<file path="src/rtl/ksa_16bit_if.sv">
// Operand/result bundle for the 16-bit Kogge-Stone adder.
// Operand/result names follow the adder's documented pin names.
interface ksa_16bit_if;
    logic [15:0] A;
    logic [15:0] B;
    logic        Ci;
    logic [15:0] S;
    logic        Co;

    // Driver side: supplies operands, observes the registered result
    modport master (
        output A,
        output B,
        output Ci,
        input  S,
        input  Co
    );

    // Adder side: consumes operands, drives the registered result
    modport slave (
        input  A,
        input  B,
        input  Ci,
        output S,
        output Co
    );
endinterface

</file>
<file path="src/rtl/ksa_16bit.sv">
// 16-bit radix-2 Kogge-Stone adder with a registered sum and carry-out.
// The prefix tree is 17 positions wide: position 0 holds the carry-in as
// g[-1] (with p[-1]=0), and position k+1 holds operand bit k.
module ksa_16bit (
    input  logic       clk,
    input  logic       rst,
    ksa_16bit_if.slave bus
);

    localparam int unsigned W  = 16;
    localparam int unsigned NP = W + 1;

    // Generate/propagate vector for every prefix position
    typedef struct packed {
        logic [NP-1:0] g;
        logic [NP-1:0] p;
    } gp_t;

    // Black cell: full (G,P) merge of a high group with the adjacent low group
    function automatic logic [1:0] black_cell(input logic gh, input logic ph,
                                              input logic gl, input logic pl);
        return {gh | (ph & gl), ph & pl};
    endfunction

    // Gray cell: group already reaches g[-1], so only G is meaningful
    function automatic logic gray_cell(input logic gh, input logic ph,
                                       input logic gl);
        return gh | (ph & gl);
    endfunction

    // One prefix level with the given span. Positions below the span have no
    // source and pass through; positions whose low source reaches g[-1] use a
    // gray cell and their group P becomes 0 (p[-1]=0 is absorbed into it).
    function automatic gp_t prefix_level(input gp_t lvl_in, input int span);
        gp_t        lvl_out;
        logic [1:0] gp;
        lvl_out = lvl_in;
        for (int k = 0; k < int'(NP); k++) begin
            if (k >= 2 * span) begin
                gp = black_cell(lvl_in.g[k], lvl_in.p[k],
                                lvl_in.g[k-span], lvl_in.p[k-span]);
                lvl_out.g[k] = gp[1];
                lvl_out.p[k] = gp[0];
            end else if (k >= span) begin
                lvl_out.g[k] = gray_cell(lvl_in.g[k], lvl_in.p[k],
                                         lvl_in.g[k-span]);
                lvl_out.p[k] = 1'b0;
            end
        end
        return lvl_out;
    endfunction

    gp_t          lvl0;
    gp_t          lvl1;
    gp_t          lvl2;
    gp_t          lvl3;
    gp_t          lvl4;
    logic [W-1:0] carry;
    logic [W-1:0] s_d;
    logic         co_d;
    logic [W-1:0] s_q;
    logic         co_q;

    // Pre-processing: bitwise generate/propagate with carry-in as g[-1]
    assign lvl0.g = {bus.A & bus.B, bus.Ci};
    assign lvl0.p = {bus.A ^ bus.B, 1'b0};

    // Four prefix levels with spans 1, 2, 4 and 8
    assign lvl1 = prefix_level(lvl0, 1);
    assign lvl2 = prefix_level(lvl1, 2);
    assign lvl3 = prefix_level(lvl2, 4);
    assign lvl4 = prefix_level(lvl3, 8);

    // Carry into bit i is G[i-1:-1], held at prefix position i (c[0] = Ci)
    assign carry = lvl4.g[W-1:0];

    // Next-state sum and carry-out. Position 16 spans bits 15..0 after four
    // levels, so one trailing gray cell folds in g[-1] to form G[15:-1].
    always_comb begin
        s_d  = lvl0.p[NP-1:1] ^ carry;
        co_d = gray_cell(lvl4.g[W], lvl4.p[W], lvl4.g[0]);
    end

    // Result register; synchronous reset wins over a new result
    always_ff @(posedge clk) begin
        if (rst) begin
            s_q  <= W'(0);
            co_q <= 1'b0;
        end else begin
            s_q  <= s_d;
            co_q <= co_d;
        end
    end

    assign bus.S  = s_q;
    assign bus.Co = co_q;

endmodule

</file>
<file path="src/flat_wrapper.sv">
// flat-port wrapper written by rule: the top's interface ports become plain ports
module ksa_16bit_flat 
  (clk, rst, bus_A, bus_B, bus_Ci, bus_S, bus_Co);
  ksa_16bit_if bus_i ();
  input  logic clk;
  input  logic rst;
  input wire logic [$bits(bus_i.A)-1:0] bus_A;
  input wire logic [$bits(bus_i.B)-1:0] bus_B;
  input wire logic [$bits(bus_i.Ci)-1:0] bus_Ci;
  output wire logic [$bits(bus_i.S)-1:0] bus_S;
  output wire logic [$bits(bus_i.Co)-1:0] bus_Co;
  assign bus_i.A = bus_A;
  assign bus_i.B = bus_B;
  assign bus_i.Ci = bus_Ci;
  assign bus_S = bus_i.S;
  assign bus_Co = bus_i.Co;
  ksa_16bit u_core (.clk(clk), .rst(rst), .bus(bus_i));
endmodule
</file>
<file path="config.mk">
export PLATFORM = sky130hd
export DESIGN_NAME = ksa_16bit_flat
export DESIGN_NICKNAME = d
export VERILOG_FILES = /design/src/rtl/ksa_16bit_if.sv /design/src/rtl/ksa_16bit.sv /design/src/flat_wrapper.sv
export SDC_FILE = /design/constraint.sdc
export NUM_CORES = 1
export LEC_CHECK = 0
export BUFFER_PORTS_ARGS = -buffer_cell sky130_fd_sc_hd__buf_2
export CORE_ASPECT_RATIO = 1.5
export CORE_MARGIN = 4
export CORE_UTILIZATION = 48
export CTS_BUF_LIST = sky130_fd_sc_hd__clkbuf_4 sky130_fd_sc_hd__clkbuf_8 sky130_fd_sc_hd__clkbuf_16
export DETAILED_ROUTE_END_ITERATION = 12
export MAX_ROUTING_LAYER = met4
export PLACE_DENSITY = 0.8
export SKIP_LAST_GASP = 1
export SYNTH_ARGS = -nofsm -noshare
export SYNTH_HDL_FRONTEND = slang
export SYNTH_SLANG_ARGS = --single-unit
</file>
<file path="constraint.sdc">
create_clock -name clk -period 2.1 [get_ports clk]
set_input_delay 0.105 -clock clk [delete_from_list [all_inputs] [get_ports clk]]
set_output_delay 0.105 -clock clk [all_outputs]
set_load 0.02 [all_outputs]
</file>
==> impl_summary.log, run 1 <==
[metrics] highest attainable clock frequency: approximately 600 MHz
[metrics] flip-flop and latch count after synthesis: 17
[metrics] Total Negative Setup Slacks: 0 ns
[metrics] post-DR vias/cell: approximately 6.0
[metrics] sequential standard cell area: 340 um^2
[metrics] Slew @ Worst Pin: about 0.48 ns
[metrics] overall overflow remaining after global route: 0
[metrics] CTS tree: yes
[metrics] async set-or-reset flop fraction in the synthesized netlist: 0%
[metrics] leakage power figure: just under 0.8 nW
[metrics] critical path capture point type: flip-flop
[metrics] number of filler instances in the final layout: 217
[metrics] Post-CTS Hold Buffers: 0
[metrics] Hold Startpoint: bus_A[15]
[metrics] number of logic stages on the critical path including buffering: 7
[metrics] layout overhead on the synthesized area: 24.4%
[metrics] largest buffer count on any clock path: 2
[metrics] post-DP HPWL: between 2 and 3 mm
[metrics] endpoint required time on the critical path: about 2.3 ns
[metrics] total count of max-transition violations in the final report: 0
[metrics] total core area: approximately 2500 um^2
[metrics] H-tree depth reported by CTS: 1
[metrics] number of buffer and inverter instances along the worst setup path: 1
[metrics] number of flops mapped to enable cells by yosys: 0
[metrics] total track usage: around 20%
[metrics] maximum fanout along the worst path: 5
[metrics] share of final-layout standard cells stronger than drive strength 1: 33.5%
[metrics] total power density per cell area: roughly 630 nW/um^2
[metrics] routability congestion estimate: a little under 0.9
[metrics] Synth Instances: 151
[metrics] full die area: roughly 3500 um^2
[metrics] worst setup path startpoint: bus_B[5]
[metrics] height of the die: 70.9 um
[metrics] worst min path class: input port to flip-flop
[metrics] post-synthesis instance area: 1260 um^2
[metrics] critical path startpoint category: input port
[metrics] number of nets in the synthesized netlist: 203
[metrics] largest net degree at the start of global routing: 26
[metrics] post-synthesis cell type count: 36
[metrics] die extent in x: roughly 50 um
[metrics] crit path cell chain: buf_2 -> ha_1 -> a21o_1 -> a31oi_2 -> o221ai_1 -> a31oi_1 -> mux2_2
[metrics] routed length per instance: about 14 um
[metrics] Post-Synthesis Mean Instance Area: between 8 and 9 um^2
[metrics] top cell type's share of synthesized area: a little over a quarter
[metrics] delay of the slowest critical-path stage: about 0.36 ns
[metrics] count of final setup violators: 0
[metrics] number of design-rule violations left by the first detailed-router iteration: 32
[metrics] total CTS buffers: 3
[metrics] fin nets: ~260
[metrics] DRC violation count after routing: 0
[metrics] number of gates resized after CTS: 0
[metrics] RSZ-0062 raised after global routing: no
[metrics] Critical path destination: u_core.bus.S[12]
[metrics] count of nets left with antenna violations after detail routing: 0
[metrics] Ys Warns: 0
[metrics] via count of the first global-routing pass: roughly 1.4k
[metrics] Max-cap violations: 0
[metrics] share of the clock period used by the worst path after layout: around four fifths
[metrics] worst ir drop on vdd: 0.325 mV
[metrics] number of antenna violations at the first check in global routing: 0
[metrics] first-pass GRT wire length: 5.64 mm
[metrics] area of the multi-input gates: 892 um^2
[metrics] biggest area contributors in the synthesized netlist: sky130_fd_sc_hd__dfxtp_1, sky130_fd_sc_hd__ha_1, sky130_fd_sc_hd__nor2_1
[metrics] share of the yosys chip area belonging to registers: a little over a quarter
[metrics] slowest stage cell, crit path: sky130_fd_sc_hd__ha_1
[metrics] worst slew margin relative to its limit: approximately two thirds
[metrics] number of buffers inserted to repair setup after CTS: 0
[metrics] Final min period: around 1.7 ns
[metrics] vias: between 1k and 1.5k
[metrics] result of the run: finished, final reports clean
[metrics] final core utilization: a little under two thirds
[metrics] top cells by count, synth: sky130_fd_sc_hd__nor2_1, sky130_fd_sc_hd__dfxtp_1, sky130_fd_sc_hd__ha_1
[metrics] data arrival time at the worst-slack endpoint: between 1.5 and 2 ns
[metrics] type of the worst setup path: input port to flip-flop
[metrics] cell with the most instances after synthesis: sky130_fd_sc_hd__nor2_1
[metrics] final hold viol count: 0
[metrics] number of rows created at floorplan: 22
[metrics] top cell type by total area after synthesis: sky130_fd_sc_hd__dfxtp_1
[metrics] ANT cells: 0
[metrics] CP delay by family, top: compound AO/OA/AOI/OAI gates
[metrics] number of buffers inserted by port buffering: slightly above 50
[metrics] wire length reported by the detailed router: 3.25 mm
[metrics] initial cell density of the core: between 50% and 60%
[metrics] number of search-and-repair iterations in the first detailed-routing pass: 6
[metrics] clock sink total: 17
[metrics] top_reg_cell synth: sky130_fd_sc_hd__dfxtp_1
[metrics] clock-pin transition on the worst setup and hold timing paths: roughly 0.1 ns
[metrics] ports placed on the boundary: between 50 and 60
[metrics] clock tree root buffer cell: sky130_fd_sc_hd__clkbuf_4
[flip-flops by register name (all words and copies together), names as in the netlist]
signal,flops
u_core.bus.S,16
u_core.bus.Co,1
[cells by family after synthesis]
kind of cell	synth area share (%)
adders and majority gates	17.4
and+or+nand+nor	19.9
DFF	26.9
buffers and inverters	2.57
muxes	6.13
xor gates and xnor gates	4.16
AOI/OAI and AO/OA	22.9
[how the worst min path moves through the flow]
stage,end,cells past startpoint,slack [ns]
floorplan,u_core.bus.S[9],2,0.35
global placement,u_core.bus.Co,4,0.50
detailed placement,u_core.bus.Co,4,0.51
CTS,u_core.bus.Co,4,0.21
global route,u_core.bus.S[0],3,0.24
finish,u_core.bus.Co,4,0.21
[power by group]
group	internal (mW)	switching (mW)	total (mW)
clock	0.0868	0.108	0.195
combinational	0.175	0.241	0.416
sequential	0.365	0.00913	0.374
[metal layers]
metal	share of wire, %	vias up	wire length [um]	global-route usage [%]
li1	-	656	-	-
met1	37	618	1220	20.7
met2	52	67	1700	36.8
met3	7.5	10	245	3.37
met4	2.9	0	95	9.85
met5	0	-	0	-
[cell usage in the layout (no fill, tap or decap), types with 2 or more instances in the layout]
cell type / Yosys / layout
sky130_fd_sc_hd__buf_2: 2 / 51
sky130_fd_sc_hd__nor2_1: 19 / 19
sky130_fd_sc_hd__dfxtp_1: 17 / 17
sky130_fd_sc_hd__ha_1: 16 / 16
sky130_fd_sc_hd__a21oi_1: 14 / 14
sky130_fd_sc_hd__nand2_1: 10 / 10
sky130_fd_sc_hd__nor2b_1: 8 / 8
sky130_fd_sc_hd__a21o_1: 7 / 7
sky130_fd_sc_hd__mux2_2: 6 / 6
sky130_fd_sc_hd__a31oi_1: 5 / 5
sky130_fd_sc_hd__o21ai_0: 5 / 5
sky130_fd_sc_hd__nand3_1: 4 / 4
sky130_fd_sc_hd__nor3_1: 4 / 4
sky130_fd_sc_hd__clkbuf_4: 0 / 4
sky130_fd_sc_hd__xnor2_1: 3 / 3
sky130_fd_sc_hd__inv_1: 3 / 3
sky130_fd_sc_hd__xor2_1: 3 / 3
sky130_fd_sc_hd__or2_2: 2 / 2
sky130_fd_sc_hd__o21a_1: 2 / 2
sky130_fd_sc_hd__nand4_1: 2 / 2
sky130_fd_sc_hd__buf_4: 0 / 2
[layout make-up]
cell class | count | share of cell area [%]
flip-flops and latches | 17 | 21.6
clock buffers | 4 | 1.91
repair buffers | 53 | 17.2
multi-input cells | 126 | 56.7
inverters | 3 | 0.715
well taps | 24 | 1.91
[through the flow]
stage | worst slack [ns] | hold slack [ns] | instances | power [mW] | cell area [um^2]
2_1_floorplan | 0.402 | 0.346 | 151 | 0.665 | 1260
5_1_grt | 0.343 | 0.242 | 227 | 1.05 | 1570
4_1_cts | 0.454 | 0.207 | 227 | 0.987 | 1570
6_report | 0.437 | 0.207 | 227 | 0.985 | 1570
3_5_place_dp | 0.154 | 0.512 | 223 | 0.793 | 1540
3_3_place_gp | 0.189 | 0.497 | 223 | 0.781 | 1540
(Power assumes the default switching activity.)
==> inputs of run 2 (changes only) <==
- CORE_UTILIZATION: 48 -> 43
- PLACE_DENSITY: 0.8 -> 0.75
- clock period: 2.1 -> 1.5 ns (I/O delays scaled with it)
==> run 2 against run 1 <==
Sequential power up 40%. Via count rose by 5.9%. Sequential share of layout area is 4.2 points lower. Combinational power up 81%. Global-route usage rose by 0.51 points. Die area grew 10%. Setup slack worse by 0.40 ns. Critical path type unchanged. Critical endpoint is now u_core.bus.S[10]. Largest cell class unchanged. Highest routed layer unchanged.
==> impl_summary.log, run 2 (synthesis gave the netlist of run 1 again) <==
[metrics] CTS tree: yes
[metrics] result of the run: finished, final reports clean
[metrics] total power density per cell area: 839 nW/um^2 (+34%)
[metrics] Post-Route M1 WL: 1.35 mm (+11%)
[metrics] Total Negative Setup Slacks: 0 ns (unchanged)
[metrics] final hold viol count: 0 (unchanged)
[metrics] total track usage: 20.8% (+0.51 points)
[metrics] count of final setup violators: 0 (unchanged)
[metrics] post-route cell area: 1950 um^2 (+24%)
[metrics] maximum fanout along the worst path: 3 (-2)
[metrics] Detail Route met2 WL: 2.13 mm (+26%)
[metrics] most used cells in the layout excluding fill and tap cells: sky130_fd_sc_hd__buf_2, sky130_fd_sc_hd__buf_4, sky130_fd_sc_hd__nor2_1
[metrics] overall power of the completed layout: 1.64 mW (+66%)
[metrics] top routing layer in use: met4
[metrics] area post-placement: 1830 um^2 (+19%)
[metrics] critical path capture point type: flip-flop
[metrics] worst slew margin relative to its limit: 71.0% (+3.5 points)
[metrics] routability congestion estimate: 0.877 (-0.57%)
[metrics] routed length per instance: 14.0 um (-2.6%)
[metrics] end of the worst hold path: u_core.bus.S[0]
[metrics] worst min path class: input port to flip-flop
[metrics] clock tree root buffer cell: sky130_fd_sc_hd__clkbuf_8
[metrics] net switching power: 581 uW (+62%)
[metrics] via count of the first global-routing pass: 1531 (+7.4%)
[metrics] total CTS buffers: 3 (unchanged)
[metrics] Final min period: around 1.5 ns
[metrics] critical path startpoint category: input port
[metrics] total core area: 2730 um^2 (+10%)
[metrics] RSZ-0062 raised after global routing: yes
[metrics] initial cell density of the core: 46.3% (-4.8 points)
[metrics] clock-pin transition on the worst setup and hold timing paths: 0.07 ns (-0.03 ns)
[metrics] overall overflow remaining after global route: 0 (unchanged)
[metrics] total count of max-transition violations in the final report: 0 (unchanged)
[metrics] wire length reported by the detailed router: 3.74 mm (+15%)
[metrics] worst setup path startpoint: bus_B[0]
[metrics] sw frac: 35.5% (-0.88 points)
[metrics] sequential share of power: 32.0% (-6.0 points)
[metrics] power share of the clock group: 21.8% (+2.0 points)
[metrics] share of final-layout standard cells stronger than drive strength 1: 48.1% (+15 points)
[metrics] layout overhead on the synthesized area: 54.0%
[metrics] leakage power figure: 0.958 nW (+21%)
[metrics] H-tree depth reported by CTS: 1 (unchanged)
[metrics] number of search-and-repair iterations in the first detailed-routing pass: 4 (-2)
[metrics] Internal Dissipation: 1.05 mW (+68%)
[metrics] DRC violation count after routing: 0 (unchanged)
[metrics] number of flip-flops under the largest register name: 16 (unchanged)
[metrics] number of buffers inserted to repair setup after CTS: 0 (unchanged)
[metrics] first-pass GRT wire length: 6.17 mm (+9.3%)
[metrics] ports placed on the boundary: 52 (unchanged)
[metrics] number of buffers inserted by port buffering: 51 (unchanged)
[metrics] largest net degree at the start of global routing: 26 (unchanged)
[metrics] post-DR vias/cell: 5.34 (-10%)
[metrics] worst ir drop on vdd: 0.539 mV (+66%)
[metrics] full die area: 3890 um^2 (+10%)
[metrics] Slew @ Worst Pin: 0.430 ns (-0.0530 ns)
[metrics] largest buffer count on any clock path: 2 (unchanged)
[metrics] hold path cells: 3 (-1)
[metrics] endpoint required time on the critical path: 1.62 ns (-0.67 ns)
[metrics] leading cell type in the layout, fill and taps excluded: sky130_fd_sc_hd__buf_2
[metrics] number of rows created at floorplan: 23 (+4.5%)
[metrics] number of filler instances in the final layout: 240 (+11%)
[metrics] data arrival time at the worst-slack endpoint: 1.58 ns (-0.27 ns)
[metrics] fin nets: 284 (+11%)
[metrics] count of nets left with antenna violations after detail routing: 0 (unchanged)
[metrics] Hold Startpoint: bus_A[0]
[metrics] number of antenna violations at the first check in global routing: 0 (unchanged)
[metrics] vias: 1431 (+5.9%)
[metrics] met3 wire len: 164 um (-33%)
[metrics] die extent in x: 52.3 um (+4.7%)
[metrics] clock sink total: 17 (unchanged)
[metrics] part of the power in combinational logic: 46.2% (+4.0 points)
[metrics] post-DP HPWL: 3.11 mm (+21%)
[metrics] ANT cells: 0 (unchanged)
[metrics] share of the clock period used by the worst path after layout: a little over nine tenths
[metrics] type of the worst setup path: input port to flip-flop
[metrics] highest attainable clock frequency: between 600 and 700 MHz
[metrics] number of design-rule violations left by the first detailed-router iteration: 28 (-13%)
[metrics] final core utilization: 71.3% (+7.7 points)
[metrics] Max-cap violations: 0 (unchanged)
[metrics] height of the die: 74.4 um (+5.0%)
-- run 2: cell count changes in the layout (fill, tap and decap cells not counted), moves of 2 or more --
cell / before / now
sky130_fd_sc_hd__a21oi_1: 14 / 8
sky130_fd_sc_hd__a21oi_2: 0 / 6
sky130_fd_sc_hd__a31oi_1: 5 / 2
sky130_fd_sc_hd__a31oi_4: 0 / 2
sky130_fd_sc_hd__buf_4: 2 / 30
sky130_fd_sc_hd__clkbuf_4: 4 / 0
sky130_fd_sc_hd__clkbuf_8: 0 / 3
sky130_fd_sc_hd__ha_1: 16 / 12
sky130_fd_sc_hd__ha_4: 0 / 4
-- run 2: cell type report --
cell class | instances | area (um^2) | share of cell area, %
inverter | 3 | 11.3 | 0.578
clock buffer | 3 | 41.3 | 2.12
clock inverter | 1 | 5.00 | 0.257
sequential | 17 | 340 | 17.5
multi-input combinational | 126 | 1020 | 52.5
timing repair buffer | 81 | 480 | 24.7
tap | 37 | 46.3 | 2.38
-- run 2: per-stage QoR --
stage | hold slack, ns | setup WS, ns | cells
3_5_place_dp | 0.486 | -0.268 | 264
5_1_grt | 0.252 | -0.0941 | 268
2_1_floorplan | 0.316 | -0.0908 | 151
4_1_cts | 0.223 | 0.0148 | 268
3_3_place_gp | 0.462 | -0.261 | 264
6_report | 0.220 | 0.0342 | 268
-- run 2: worst max-delay path by stage --
stage,end,cells past startpoint
after CTS,u_core.bus.S[12],7
after global routing,u_core.bus.S[10],7
after global placement,u_core.bus.S[14],7
final,u_core.bus.S[10],7
after detailed placement,u_core.bus.S[15],8
after floorplan,u_core.bus.S[14],7
-- run 2: power by group through the flow --
stage	Combinational [mW]	Sequential, mW	Clock (mW)
CTS	0.726	0.525	0.359
floorplan	0.352	0.613	0
detailed placement	0.715	0.535	0
finish	0.755	0.524	0.356
global placement	0.696	0.532	0
global route	0.830	0.531	0.373
-- run 2: per-layer routing --
metal / global-route usage (%) / up-vias
met5: - / -
met4: 9.94 / 0
met3: 2.20 / 11
met2: 39.1 / 45
met1: 20.8 / 660
li1: - / 715
-- run 2: critical path, cell delays in order --
cell	delay, ns
sky130_fd_sc_hd__buf_2	0.12
sky130_fd_sc_hd__ha_1	0.29
sky130_fd_sc_hd__a21oi_2	0.06
sky130_fd_sc_hd__nand4b_1	0.25
sky130_fd_sc_hd__a21oi_2	0.24
sky130_fd_sc_hd__a31oi_2	0.14
sky130_fd_sc_hd__o311ai_0	0.41
-- run 2: timing repair --
item | 4_1_cts | 5_1_grt
hold buffers | 0 | 0
pin swaps | 0 | 2
endpoints found under the setup margin | 1 | 8
gates resized for setup | 1 | 11
==> inputs of run 3 (changes only) <==
- SETUP_SLACK_MARGIN: unset -> 0.4
==> run 3 against run 2 <==
Wire length increased by 34%. Cell area increased by 21%. Clock-buffer cell count unchanged. Sequential power about the same. Combinational power increased by 31%. Critical path depth unchanged. Critical path type unchanged.
==> impl_summary.log, run 3 (synthesis gave the netlist of run 1 again) <==
[metrics] count of final setup violators: 0 (unchanged)
[metrics] slowest stage cell, crit path: sky130_fd_sc_hd__a2111oi_2
[metrics] clock tree root buffer cell: sky130_fd_sc_hd__clkbuf_8
[metrics] number of search-and-repair iterations in the first detailed-routing pass: 4 (unchanged)
[metrics] data arrival time at the worst-slack endpoint: 1.62 ns (+0.04 ns)
[metrics] number of buffers inserted by port buffering: 51 (unchanged)
[metrics] vias: 1619 (+13%)
[metrics] routed length per instance: 17.6 um (+26%)
[metrics] final hold viol count: 0 (unchanged)
[metrics] die extent in x: 52.3 um (unchanged)
[metrics] worst slew margin relative to its limit: 69.3% (-1.7 points)
[metrics] met3 wire len: 299 um (+82%)
[metrics] Slew @ Worst Pin: 0.460 ns (+0.0307 ns)
[metrics] worst min path class: input port to flip-flop
[metrics] total count of max-transition violations in the final report: 0 (unchanged)
[metrics] leakage power figure: 1.08 nW (+13%)
[metrics] total power density per cell area: 792 nW/um^2 (-5.6%)
[metrics] critical path capture point type: flip-flop
[metrics] Total Negative Setup Slacks: 0 ns (unchanged)
[metrics] leading cell type in the layout, fill and taps excluded: sky130_fd_sc_hd__buf_2
[metrics] share of final-layout standard cells stronger than drive strength 1: 60.9% (+13 points)
[metrics] initial cell density of the core: 46.3% (unchanged)
[metrics] number of antenna violations at the first check in global routing: 0 (unchanged)
[metrics] crit path cell chain: buf_2 -> ha_4 -> buf_4 -> nand3_1 -> a2111oi_2 -> nor4_2 -> mux2_2
[metrics] endpoint required time on the critical path: 1.64 ns (+0.02 ns)
[metrics] count of nets left with antenna violations after detail routing: 0 (unchanged)
[metrics] ports placed on the boundary: 52 (unchanged)
[metrics] type of the worst setup path: input port to flip-flop
[metrics] number of design-rule violations left by the first detailed-router iteration: 83 (+200%)
[metrics] DRC violation count after routing: 0 (unchanged)
[metrics] result of the run: finished, final reports clean
[metrics] maximum fanout along the worst path: 6 (+3)
[metrics] share of the clock period used by the worst path after layout: 98.5% (+0.79 points)
[metrics] post-DR vias/cell: 5.68 (+6.4%)
[metrics] overall overflow remaining after global route: 0 (unchanged)
[metrics] worst ir drop on vdd: 0.613 mV (+14%)
[metrics] Final min period: 1.48 ns (+0.0119 ns)
[metrics] full die area: 3890 um^2 (unchanged)
[metrics] number of rows created at floorplan: 23 (unchanged)
[metrics] ANT cells: 0 (unchanged)
[metrics] largest net degree at the start of global routing: 26 (unchanged)
[metrics] total CTS buffers: 3 (unchanged)
[metrics] total track usage: 22.6% (+1.8 points)
[metrics] H-tree depth reported by CTS: 1 (unchanged)
[metrics] post-DP HPWL: 3.11 mm (-0.13%)
[metrics] routability congestion estimate: 0.900 (+2.6%)
[metrics] via count of the first global-routing pass: 1515 (-1.0%)
[metrics] number of filler instances in the final layout: 149 (-38%)
[metrics] number of flip-flops under the largest register name: 16 (unchanged)
[metrics] total core area: 2730 um^2 (unchanged)
[metrics] non-filler cells, final: 285 (+6.3%)
[metrics] Post-Route M1 WL: 1.90 mm (+41%)
[metrics] layout overhead on the synthesized area: 86.3%
[metrics] Max-cap violations: 0 (unchanged)
[metrics] RSZ-0062 raised after global routing: yes
[metrics] CTS tree: yes
[metrics] delay of the slowest critical-path stage: 0.43 ns (+0.02 ns)
[metrics] overall power of the completed layout: 1.87 mW (+14%)
[metrics] clock-pin transition on the worst setup and hold timing paths: 0.07 ns (about the same)
[metrics] Detail Route met2 WL: 2.73 mm (+28%)
[metrics] height of the die: 74.4 um (unchanged)
[metrics] highest attainable clock frequency: 677 MHz (-0.80%)
[metrics] top routing layer in use: met4
[metrics] placed instance count: 268 (+1.5%)
[metrics] largest buffer count on any clock path: 2 (unchanged)
[metrics] Post-CTS Hold Buffers: 0 (unchanged)
[metrics] most used cells in the layout excluding fill and tap cells: sky130_fd_sc_hd__buf_2, sky130_fd_sc_hd__buf_4, sky130_fd_sc_hd__nor2_1
[metrics] first-pass GRT wire length: 6.58 mm (+6.6%)
[metrics] fin nets: 301 (+6.0%)
[metrics] clock sink total: 17 (unchanged)
[metrics] critical path startpoint category: input port
[metrics] wire length reported by the detailed router: 5.03 mm (+34%)
## run 3: cell count changes in the layout (fill, tap and decap cells not counted), sizes merged
cell	before	now
buf	81	98
## run 3: final timing paths
| check | from | to | slack, ns | depth (start not counted) |
|---|---|---|---|---|
| hold / removal | bus_B[15] | u_core.bus.Co | 0.22 | 4 |
| setup / recovery | bus_B[7] | u_core.bus.S[14] | 0.02 | 7 |
## run 3: critical path, delay by kind of cell
kind	cells	cell delay, ns
mux	1	0.28
compound gates	1	0.43
fa+ha+maj	1	0.27
simple gates	2	0.28
buf+inv	2	0.28
## run 3: report_power, final
| part | total [mW] | internal, mW | switching, mW |
|---|---|---|---|
| Clock | 0.354 | 0.184 | 0.169 |
| Combinational | 0.986 | 0.493 | 0.493 |
| Sequential | 0.526 | 0.511 | 0.0151 |
## run 3: repair_timing
action	4_1_cts	5_1_grt
pin swaps	11	15
buffers inserted	8	5
gates resized for setup	26	24
endpoints found under the setup margin	14	15
cloned	0	0
## run 3: metal layers
metal	up-vias	GRT usage [%]
met1	770	23.2
met4	0	6.25
met5	-	-
met3	13	3.41
met2	86	43.1
li1	750	-
## run 3: final cells by class
class	instances	area (um^2)	share of cell area (%)
Multi-Input combinational cell	126	1230	52.4
Sequential cell	17	340	14.4
Tap cell	37	46.3	1.96
Clock inverter	1	5.00	0.212
Inverter	3	11.3	0.478
Clock buffer	3	41.3	1.75
Timing Repair Buffer	98	677	28.7
## run 3: stage by stage
stage                     hold slack (ns)  cell area [um^2]  worst slack (ns)  utilization (%)
after floorplan                     0.309              1430           -0.0907                -
after global placement              0.470              1940            -0.256             71.1
after detailed placement            0.475              1940            -0.286             71.1
after CTS                           0.219              2190            0.0671             80.0
after global routing                0.257              2360          -0.00180             86.2
final                               0.221              2360            0.0223             86.2
